File: src/rtl/bullet_pkg.sv
// Shared types and default parameters for the bullet fire scheduler.
package bullet_pkg;

    // Launch FSM: IDLE accepts a shot, COOLDOWN locks out further shots.
    typedef enum logic {
        IDLE     = 1'b0,
        COOLDOWN = 1'b1
    } fire_state_t;

    localparam int COORD_W       = 10;
    localparam int DEF_NUM_SLOTS = 4;
    localparam int DEF_COOLDOWN  = 8;
    localparam int DEF_LIFETIME  = 255;
    localparam int DEF_SCREEN_W  = 640;
    localparam int DEF_SCREEN_H  = 480;

    // Counter width helper: never narrower than one bit.
    function automatic int bits_for(input int max_val);
        return (max_val <= 1) ? 1 : $clog2(max_val + 1);
    endfunction

endpackage

File: src/rtl/bullet_slot.sv
// One bullet slot: position, velocity and remaining life, plus the
// retire decision (hit, out of lifetime, or leaving the playfield).
module bullet_slot
    import bullet_pkg::*;
#(
    parameter int LIFETIME = DEF_LIFETIME,
    parameter int SCREEN_W = DEF_SCREEN_W,
    parameter int SCREEN_H = DEF_SCREEN_H
) (
    input  logic               clk2,
    input  logic               Reset,
    input  logic               i_load,
    input  logic               i_hit,
    input  logic [COORD_W-1:0] i_x,
    input  logic [COORD_W-1:0] i_y,
    input  logic [COORD_W-1:0] i_dx,
    input  logic [COORD_W-1:0] i_dy,
    output logic               o_active,
    output logic [COORD_W-1:0] o_x,
    output logic [COORD_W-1:0] o_y
);

    localparam int                 LW        = bits_for(LIFETIME);
    localparam logic [LW-1:0]      LIFE_INIT = LW'(LIFETIME);
    localparam logic [COORD_W:0]   X_LIM     = (COORD_W + 1)'(SCREEN_W);
    localparam logic [COORD_W:0]   Y_LIM     = (COORD_W + 1)'(SCREEN_H);

    logic               r_active;
    logic [COORD_W-1:0] r_x, r_y, r_dx, r_dy;
    logic [LW-1:0]      r_life;

    logic [COORD_W-1:0] w_nx, w_ny;
    logic               w_retire;

    // Velocity is two's complement, so a plain 10-bit add wraps modulo 1024;
    // moving left past 0 lands at >= 1000, which the bounds test retires.
    assign w_nx     = r_x + r_dx;
    assign w_ny     = r_y + r_dy;
    assign w_retire = (r_life == '0) || ({1'b0, w_nx} >= X_LIM) || ({1'b0, w_ny} >= Y_LIM);

    // Slot state: hit beats retire beats move; load only touches a free slot,
    // so a hit on an inactive slot has no effect.
    always_ff @(posedge clk2) begin
        if (!Reset) begin
            r_active <= 1'b0;
            r_x      <= '0;
            r_y      <= '0;
            r_dx     <= '0;
            r_dy     <= '0;
            r_life   <= '0;
        end else if (r_active) begin
            if (i_hit || w_retire) begin
                r_active <= 1'b0;
            end else begin
                r_x    <= w_nx;
                r_y    <= w_ny;
                r_life <= r_life - LW'(1);
            end
        end else if (i_load) begin
            r_active <= 1'b1;
            r_x      <= i_x;
            r_y      <= i_y;
            r_dx     <= i_dx;
            r_dy     <= i_dy;
            r_life   <= LIFE_INIT;
        end
    end

    assign o_active = r_active;
    assign o_x      = r_x;
    assign o_y      = r_y;

endmodule

File: src/rtl/bullet_fire_scheduler.sv
// Fire-key scheduler: edge-detects the fire key, enforces a cooldown between
// shots, allocates the lowest free bullet slot and drives NUM_SLOTS slots.
module bullet_fire_scheduler #(
    parameter int NUM_SLOTS = bullet_pkg::DEF_NUM_SLOTS,
    parameter int COOLDOWN  = bullet_pkg::DEF_COOLDOWN,
    parameter int LIFETIME  = bullet_pkg::DEF_LIFETIME,
    parameter int SCREEN_W  = bullet_pkg::DEF_SCREEN_W,
    parameter int SCREEN_H  = bullet_pkg::DEF_SCREEN_H
) (
    input  logic                                    clk2,
    input  logic                                    Reset,
    input  logic                                    fire_req,
    input  logic [bullet_pkg::COORD_W-1:0]          turret_x,
    input  logic [bullet_pkg::COORD_W-1:0]          turret_y,
    input  logic [bullet_pkg::COORD_W-1:0]          turret_dx,
    input  logic [bullet_pkg::COORD_W-1:0]          turret_dy,
    input  logic [NUM_SLOTS-1:0]                    slot_hit,
    output logic [NUM_SLOTS-1:0]                    slot_active,
    output logic [bullet_pkg::COORD_W*NUM_SLOTS-1:0] slot_x,
    output logic [bullet_pkg::COORD_W*NUM_SLOTS-1:0] slot_y,
    output logic                                    fire_ack,
    output logic                                    fire_dropped,
    output logic                                    cooldown_busy
);
    import bullet_pkg::*;

    localparam int            CW       = bits_for(COOLDOWN - 1);
    localparam logic [CW-1:0] CNT_LOAD = CW'(COOLDOWN - 1);

    logic                 r_fire_q;
    logic                 w_fire_evt;
    fire_state_t          r_state, w_state_nxt;
    logic [CW-1:0]        r_cnt, w_cnt_nxt;
    logic                 w_launch, w_drop;
    logic                 r_ack, r_drop;
    logic                 w_any_free;
    logic [NUM_SLOTS-1:0] w_free_sel;
    logic [NUM_SLOTS-1:0] w_load;

    assign w_fire_evt = fire_req & ~r_fire_q;

    // Fire-key history; resets high so a key held through reset never fires.
    always_ff @(posedge clk2) begin
        if (!Reset) r_fire_q <= 1'b1;
        else        r_fire_q <= fire_req;
    end

    // Lowest-index free slot, judged on registered occupancy so a slot freed
    // this edge is only reusable from the next one.
    always_comb begin
        w_free_sel = '0;
        w_any_free = 1'b0;
        for (int k = 0; k < NUM_SLOTS; k++) begin
            if (!slot_active[k] && !w_any_free) begin
                w_free_sel[k] = 1'b1;
                w_any_free    = 1'b1;
            end
        end
    end

    assign w_load = w_launch ? w_free_sel : '0;

    // FSM next state: launch or drop from IDLE, count down in COOLDOWN
    // (fire events there are simply ignored).
    always_comb begin
        w_state_nxt = r_state;
        w_cnt_nxt   = r_cnt;
        w_launch    = 1'b0;
        w_drop      = 1'b0;
        case (r_state)
            IDLE: begin
                if (w_fire_evt) begin
                    if (w_any_free) begin
                        w_launch    = 1'b1;
                        w_state_nxt = bullet_pkg::COOLDOWN;
                        w_cnt_nxt   = CNT_LOAD;
                    end else begin
                        w_drop = 1'b1;
                    end
                end
            end
            bullet_pkg::COOLDOWN: begin
                if (r_cnt == '0) w_state_nxt = IDLE;
                else             w_cnt_nxt   = r_cnt - CW'(1);
            end
            default: w_state_nxt = IDLE;
        endcase
    end

    // FSM state register and the one-cycle ack/drop pulses.
    always_ff @(posedge clk2) begin
        if (!Reset) begin
            r_state <= IDLE;
            r_cnt   <= '0;
            r_ack   <= 1'b0;
            r_drop  <= 1'b0;
        end else begin
            r_state <= w_state_nxt;
            r_cnt   <= w_cnt_nxt;
            r_ack   <= w_launch;
            r_drop  <= w_drop;
        end
    end

    assign fire_ack      = r_ack;
    assign fire_dropped  = r_drop;
    assign cooldown_busy = (r_state == bullet_pkg::COOLDOWN);

    for (genvar k = 0; k < NUM_SLOTS; k++) begin : g_slot
        bullet_slot #(
            .LIFETIME (LIFETIME),
            .SCREEN_W (SCREEN_W),
            .SCREEN_H (SCREEN_H)
        ) u_slot (
            .clk2     (clk2),
            .Reset    (Reset),
            .i_load   (w_load[k]),
            .i_hit    (slot_hit[k]),
            .i_x      (turret_x),
            .i_y      (turret_y),
            .i_dx     (turret_dx),
            .i_dy     (turret_dy),
            .o_active (slot_active[k]),
            .o_x      (slot_x[COORD_W*k +: COORD_W]),
            .o_y      (slot_y[COORD_W*k +: COORD_W])
        );
    end

endmodule

File: config.mk
export PLATFORM = sky130hd
export DESIGN_NAME = bullet_fire_scheduler
export DESIGN_NICKNAME = d
export VERILOG_FILES = /design/src/rtl/bullet_pkg.sv /design/src/rtl/bullet_slot.sv /design/src/rtl/bullet_fire_scheduler.sv
export SDC_FILE = /design/constraint.sdc
export NUM_CORES = 1
export LEC_CHECK = 0
export ABC_AREA = 1
export CORE_UTILIZATION = 54
export DETAILED_ROUTE_END_ITERATION = 12
export DONT_BUFFER_PORTS = 1
export GPL_ROUTABILITY_DRIVEN = 0
export GPL_TIMING_DRIVEN = 0
export PLACE_DENSITY_LB_ADDON = 0.08
export SYNTH_ARGS = -nofsm -noshare
export SYNTH_HDL_FRONTEND = slang
export SYNTH_SLANG_ARGS = --single-unit
File: constraint.sdc
create_clock -name clk2 -period 4.9 [get_ports clk2]
set_input_delay 0.735 -clock clk2 [delete_from_list [all_inputs] [get_ports clk2]]
set_output_delay 0.735 -clock clk2 [all_outputs]
set_load 0.005 [all_outputs]
Yosys cells after proc, flatten, opt, wreduce, memory -nomap -nowiden
Index checks and enable logic that the tools add are counted.

Register bits: 203. Logic and storage cells: 171.

Add/sub/neg operators: 13. Order comparisons: 8. Equality and inequality tests: 7. Multiplexer cells: 66. Bitwise operators: 9. Reduce and logical (&&, ||, !) cells: 39.

Operator list (number): $mux W10 (24); $mux W8 (12); $add A10 B10 Y10 (8); $ge A10 B10 Y1 const B (4); $ge A10 B9 Y1 const B (4); $logic_not A8 Y1 (4); $sub A8 B1 Y8 const B (4); $mux W1 (24); $reduce_and A2 Y1 (8); $ne A2 B2 Y1 const B (7); $logic_or A1 B1 Y1 (12); $mux W3 (3); $not A1 Y1 (8); $reduce_bool A2 Y1 (4); $pmux W3 S2 (1); $logic_not A1 Y1 (5); $mux W4 (1); $logic_and A1 B1 Y1 (3); $logic_not A3 Y1 (1); $reduce_and A3 Y1 (1); $reduce_or A3 Y1 (1); $sub A3 B1 Y3 const B (1); $pmux W1 S2 (1); $and A1 B1 Y1 (1).

Logic depth before layout (Yosys ltp)
Depth in word-level cells: 15. Gate-level depth with buffers: 16. Gate-level depth less buffers: 15.

By module
Synthesis repeated with hierarchy kept, for this count alone.

Cells, all modules: 2185. Area total of the unflattened synthesis: 13606.8 sq um.

By module, submodules not included: bullet_slot (g_slot[1].u_slot ...) (times used 2, cells each 543, area an instance 3337.0 sq um, seq. area each 980.9 sq um); bullet_slot (g_slot[3].u_slot) (times used 1, cells each 536, area an instance 3337.0 sq um, seq. area each 980.9 sq um); bullet_slot (g_slot[0].u_slot) (times used 1, cells each 513, area an instance 3224.3 sq um, seq. area each 980.9 sq um); bullet_fire_scheduler (times used 1, cells each 50, area an instance 371.6 sq um, seq. area each 140.1 sq um).

Worst setup path before layout
Ideal clock, no wire load.

Path type: register -> register. From: register g_slot[2].u_slot.r_y[0]. To: register g_slot[2].u_slot.r_x[9]. Library setup time: 0.115 ns. Arrival: 1.975 ns. Required time: 4.785 ns. Setup slack: 2.810 ns. Cell stages (with the launch flop): 15. Path buffers: 2. Period minus slack after synthesis: 2.090 ns. Cells stage by stage: dfxtp_1 ha_1 fa_1 nand2_1 nand3_1 nand2_1 nand2_1 nand2_1 nand2_1 nand3_1 nand3_2 buf_6 buf_4 a21oi_1 nor2_1.

Cells in the longest elaborated chain, start to end: 6.

RTL lines: start: declaration (RTL line bullet_slot.sv:29) `logic [COORD_W-1:0] r_x, r_y, r_dx, r_dy;`; start signal: assignment (RTL line bullet_slot.sv:56) `r_y <= w_ny;`; start signal: assignment (RTL line bullet_slot.sv:62) `r_y <= i_y;`; $add A10 B10 Y10 (RTL line bullet_slot.sv:38) `assign w_ny = r_y + r_dy;`; $ge A10 B9 Y1 (RTL line bullet_slot.sv:39) `assign w_retire = (r_life == '0) || ({1'b0, w_nx} >= X_LIM) || ({1'b0, w_ny} >= Y_LIM);`; $logic_or A1 B1 Y1 (RTL line bullet_slot.sv:39); $logic_or A1 B1 Y1 (RTL line bullet_slot.sv:52) `if (i_hit || w_retire) begin`; $ne A2 B2 Y1 (no line); $reduce_and A2 Y1 (no line); end signal: assignment (RTL line bullet_slot.sv:55) `r_x <= w_nx;`; end signal: assignment (RTL line bullet_slot.sv:61) `r_x <= i_x;`; end: declaration (RTL line bullet_slot.sv:29).

Every way passes these cells. A chain may end at the register's enable or synchronous reset.

Final worst setup path
From: register g_slot[1].u_slot.r_x[0]. To: register g_slot[1].u_slot.r_x[4].

Cells in the longest elaborated chain, start to end: 7. Elaborated cells between the ends (all ways): 9. Classes of those cells: add/sub: 1; order compare: 1; eq/ne: 1; mux: 2; reduce/logical: 4.

RTL lines: start: declaration (RTL line bullet_slot.sv:29); start signal: assignment (RTL line bullet_slot.sv:55); start signal: assignment (RTL line bullet_slot.sv:61); $add A10 B10 Y10 * (RTL line bullet_slot.sv:37) `assign w_nx = r_x + r_dx;`; $ge A10 B10 Y1 (RTL line bullet_slot.sv:39); $logic_or A1 B1 Y1 (2 in a row) (RTL line bullet_slot.sv:39); $logic_or A1 B1 Y1 (RTL line bullet_slot.sv:52); $ne A2 B2 Y1 (no line); $reduce_and A2 Y1 (no line).

Mark *: on every way between the ends. The rest lies on a longest branch, timed or not. The select of a mux whose other input is x is not followed.

==> qor.json <==
{
  "status": {
    "run_status": "complete, no violations"
  },
  "floorplan": {
    "design.die.area_sq_um": 25520,
    "pin_count": 134,
    "rows": 57,
    "floorplan.initialDensity": 0.5508,
    "die_y_um": 159.7,
    "core_sq_um": 24390,
    "die_width_um": 159.7
  },
  "worst_setup_path": {
    "critical_path_end_type": "flip-flop",
    "critical_path_arrival_ns": 3.02,
    "setup.worst_path.start_class": "flip-flop",
    "worst-endpoint-required_ns": 5.33,
    "r2r-start": "g_slot[1].u_slot.o_x[0]",
    "critPathLaunch": "g_slot[1].u_slot.o_x[0]",
    "worstPathMaxFanout": 10,
    "timing_worst_setup_path_type": "flip-flop to flip-flop"
  },
  "power_and_ir_drop": {
    "power_frac_clock": 0.485,
    "internal_power_w": 0.002859,
    "total_switching_power_w": 0.0009945,
    "power_frac_comb": 0.072,
    "power.leakage_nw": 7.491,
    "worst_ir_drop_vdd_mv": 0.3415,
    "power_density_nw_per_um2": 262.9,
    "p_total_w": 0.003854,
    "p_seq_frac": 0.443,
    "switching_power_as_a_share_of_total_power": 0.2580
  },
  "route": {
    "drt_pre_antenna_iters": 6,
    "route.detailed.drc": 0,
    "initialDrtViolationCount": 1196,
    "avgRoutedWirePerCell_um": 18.07,
    "route.detailed.vias_per_inst": 5.484,
    "num_vias": 13780,
    "ant_nets": 0,
    "detail_route.wirelength_um": 45380
  },
  "clocking": {
    "cts_repair_resize_count": 0,
    "cts_root_buffer": "sky130_fd_sc_hd__clkbuf_16",
    "clk-insertion-delay-late_ns": 0.56,
    "cts_hold_bufs": 0,
    "cts_made_buffers": 25,
    "cts_htree_levels": 1,
    "tritoncts_num_sinks": 203,
    "cts.clk_slew.worst_paths_ns": 0.06,
    "clock_path_buffers": 3,
    "tritoncts": "built",
    "post_cts_buffers": 0
  },
  "yosys": {
    "synth_top_family_by_area": "simple AND/OR/NAND/NOR gates",
    "yosys.area_share.xor_xnor": 0.01173,
    "synth-seq-cells": 203,
    "synth_simple_gate_area_frac": 0.3558,
    "syn_inst": 2142,
    "synth.top_cells.by_area": "sky130_fd_sc_hd__dfxtp_1, sky130_fd_sc_hd__nand2_1, sky130_fd_sc_hd__nor2_1",
    "yosysTopAreaCell": "sky130_fd_sc_hd__dfxtp_1",
    "seq_area_frac_synth": 0.3025,
    "synth_fp_nets": 2279,
    "share_of_the_synthesized_area_in_the_top_cell_type": 0.3025,
    "portion_of_netlist_area_occupied_by_mux_cells": 0,
    "main_synth_ff_type": "sky130_fd_sc_hd__dfxtp_1",
    "synth_compound_gate_area_share": 0.1271,
    "adder_and_majority_gate_portion_of_the_synthesized_area": 0.08828,
    "postSynth.asyncResetShare": 0,
    "synth.yosys.warnings": 0,
    "synthDistinctLibCells": 38,
    "syn_area_per_cell_sq_um": 6.272,
    "syn-cell-area_sq_um": 13440,
    "synth_enable_flop_cells": 0
  },
  "grt": {
    "grt_pass1_wl_um": 69180,
    "grt_antenna_before_repair": 1,
    "global_route.overflow_total": 0,
    "maximum_number_of_pins_on_one_net_before_global_route_repair": 14,
    "first_global_vias": 12570,
    "grt.total_usage": 0.3500
  },
  "timing": {
    "clock-skew-final_ns": 0.02259,
    "clock.fmax_mhz": 385.3,
    "totalNegativeSetupSlack_ns": 0,
    "setup_viol": 0,
    "worstMarginPinSlew_ns": 0.7725,
    "report.final.hold_viol_count": 0,
    "period_needed_ns": 2.596,
    "grt_setup_unrepaired": "no",
    "final_critical_path_setup_slack_ns": 2.304,
    "min_period_over_period": 0.5297,
    "slew-limit-headroom": 0.4850,
    "finalMaxSlewViolations": 0
  },
  "cells_and_area": {
    "final_net_count": 2306,
    "post_route_cells_drive_above_1_share": 0.06953,
    "fill_cell_instance_count_of_the_final_layout": 2443,
    "flow.area_growth_from_synthesis_pct": 9.117
  },
  "min_path": {
    "hold_path_class": "input pin to flip-flop",
    "min-delay-start": "fire_req"
  },
  "place": {
    "io_buffers": 0,
    "placement_stage_worst_setup_slack_ns": 2.341,
    "dp.final_hpwl_um": 33490
  },
  "flow_run": {
    "drv.max_cap_violation_count": 0
  }
}
==> cell usage after synthesis, types with 5 or more instances <==
cell,count
sky130_fd_sc_hd__or2_2,19
sky130_fd_sc_hd__xor2_1,11
sky130_fd_sc_hd__nand3_1,166
sky130_fd_sc_hd__nand4_1,16
sky130_fd_sc_hd__nand3b_1,19
sky130_fd_sc_hd__a31oi_1,9
sky130_fd_sc_hd__buf_4,14
sky130_fd_sc_hd__nand3_2,14
sky130_fd_sc_hd__clkbuf_1,41
sky130_fd_sc_hd__nor3_1,10
sky130_fd_sc_hd__o21ai_0,153
sky130_fd_sc_hd__o21ai_1,5
sky130_fd_sc_hd__a21o_1,5
sky130_fd_sc_hd__buf_1,7
sky130_fd_sc_hd__buf_2,27
sky130_fd_sc_hd__xnor2_1,7
sky130_fd_sc_hd__buf_6,9
sky130_fd_sc_hd__a21oi_1,142
sky130_fd_sc_hd__dfxtp_1,203
sky130_fd_sc_hd__nand2_1,559
sky130_fd_sc_hd__inv_1,253
sky130_fd_sc_hd__fa_1,8
sky130_fd_sc_hd__ha_1,82
sky130_fd_sc_hd__nor2_1,318
sky130_fd_sc_hd__inv_2,18
==> through the flow <==
stage | instances | instance area (sq um) | hold slack, ns | util
after floorplan | 2142 | 13440 | 0.4274 | -
after global placement | 2466 | 13840 | 0.4403 | 0.5675
after detailed placement | 2466 | 13840 | 0.4442 | 0.5675
after CTS | 2510 | 14660 | 0.2789 | 0.6009
after global routing | 2510 | 14660 | 0.2815 | 0.6009
final | 2512 | 14660 | 0.2838 | 0.6011
==> worst paths after layout <==
check	to	slack, ns	cells after the start
worst min register to register	g_slot[1].u_slot.r_dx[4]	0.46	2
worst max register to register	g_slot[1].u_slot.o_x[4]	2.30	13
worst max-delay path	g_slot[1].u_slot.o_x[4]	2.30	13
worst min-delay path	r_fire_q	0.28	2
==> sequential cells by signal, indices dropped and copies added, names as in the netlist, 3 cells and up <==
| name | count |
|---|---|
| g_slot.u_slot.o_x | 40 |
| g_slot.u_slot.r_dy | 40 |
| g_slot.u_slot.o_y | 40 |
| g_slot.u_slot.o_active | 4 |
| g_slot.u_slot.r_dx | 40 |
| r_cnt | 3 |
| g_slot.u_slot.r_life | 32 |
==> layer usage <==
layer	share of wire	up-vias	global-route usage
li1	-	6883	-
met1	0.42	6226	0.4450
met2	0.44	554	0.5683
met3	0.093	113	0.06779
met4	0.051	0	0.1687
met5	0	-	0
==> cell type report <==
class	count	area, sq um	share of cell area
sequential	203	4064	0.2772
tap	324	405.4	0.02765
buffer	98	521.8	0.03559
clock inverter	11	128.9	0.008791
multi-input combinational	1570	7833	0.5343
clock buffer	33	685.7	0.04677
inverter	271	1017	0.06939
antenna	2	5.005	0.0003414
==> power groups by stage <==
| stage | clock network [W] | logic (W) | registers, W |
|---|---|---|---|
| 2_1_floorplan | 0 | 0.000190 | 0.00173 |
| 3_3_place_gp | 0 | 0.000263 | 0.00174 |
| 3_5_place_dp | 0 | 0.000268 | 0.00174 |
| 4_1_cts | 0.00188 | 0.000271 | 0.00171 |
| 5_1_grt | 0.00196 | 0.000306 | 0.00171 |
| 6_report | 0.00187 | 0.000277 | 0.00171 |
==> critical path: stages, from the launching register on <==
cell and delay [ns]:
sky130_fd_sc_hd__dfxtp_1 0.38, sky130_fd_sc_hd__ha_1 0.28, sky130_fd_sc_hd__fa_1 0.42, sky130_fd_sc_hd__nand3_1 0.09, sky130_fd_sc_hd__nand2_1 0.12, sky130_fd_sc_hd__nand2_1 0.11
sky130_fd_sc_hd__nand3b_1 0.07, sky130_fd_sc_hd__nand2_1 0.08, sky130_fd_sc_hd__nand2_1 0.07, sky130_fd_sc_hd__nand2_1 0.08, sky130_fd_sc_hd__nand3_2 0.20, sky130_fd_sc_hd__buf_2 0.28
sky130_fd_sc_hd__a21oi_1 0.21, sky130_fd_sc_hd__nor2_1 0.07
==> kinds of logic (layout without fill, tap and decap cells) <==
kind of cell    count (synthesis)  after routing
compound gates                329            329
buf+inv                       369            413
other cells                     0              2
simple gates                 1133           1133
fa+ha+maj                      90             90
flops                         203            203
xor+xnor                       18             18
==> layout by cell type (no fill, tap or decap), types with 9 or more instances in the layout <==
cell                        synthesis  final
sky130_fd_sc_hd__nand3b_1          19     19
sky130_fd_sc_hd__xor2_1            11     11
sky130_fd_sc_hd__buf_6              9      9
sky130_fd_sc_hd__dfxtp_1          203    203
sky130_fd_sc_hd__a21oi_1          142    142
sky130_fd_sc_hd__nand4_1           16     16
sky130_fd_sc_hd__buf_2             27     27
sky130_fd_sc_hd__buf_4             14     14
sky130_fd_sc_hd__inv_2             18     18
sky130_fd_sc_hd__nand2_1          559    559
sky130_fd_sc_hd__nor2_1           318    318
sky130_fd_sc_hd__clkbuf_16          0     25
sky130_fd_sc_hd__nor3_1            10     10
sky130_fd_sc_hd__ha_1              82     82
sky130_fd_sc_hd__o21ai_0          153    153
sky130_fd_sc_hd__nand3_1          166    166
sky130_fd_sc_hd__clkbuf_1          41     46
sky130_fd_sc_hd__or2_2             19     19
sky130_fd_sc_hd__a31oi_1            9      9
sky130_fd_sc_hd__nand3_2           14     14
sky130_fd_sc_hd__inv_1            253    253
No activity file was read; power rests on OpenSTA's default activity.
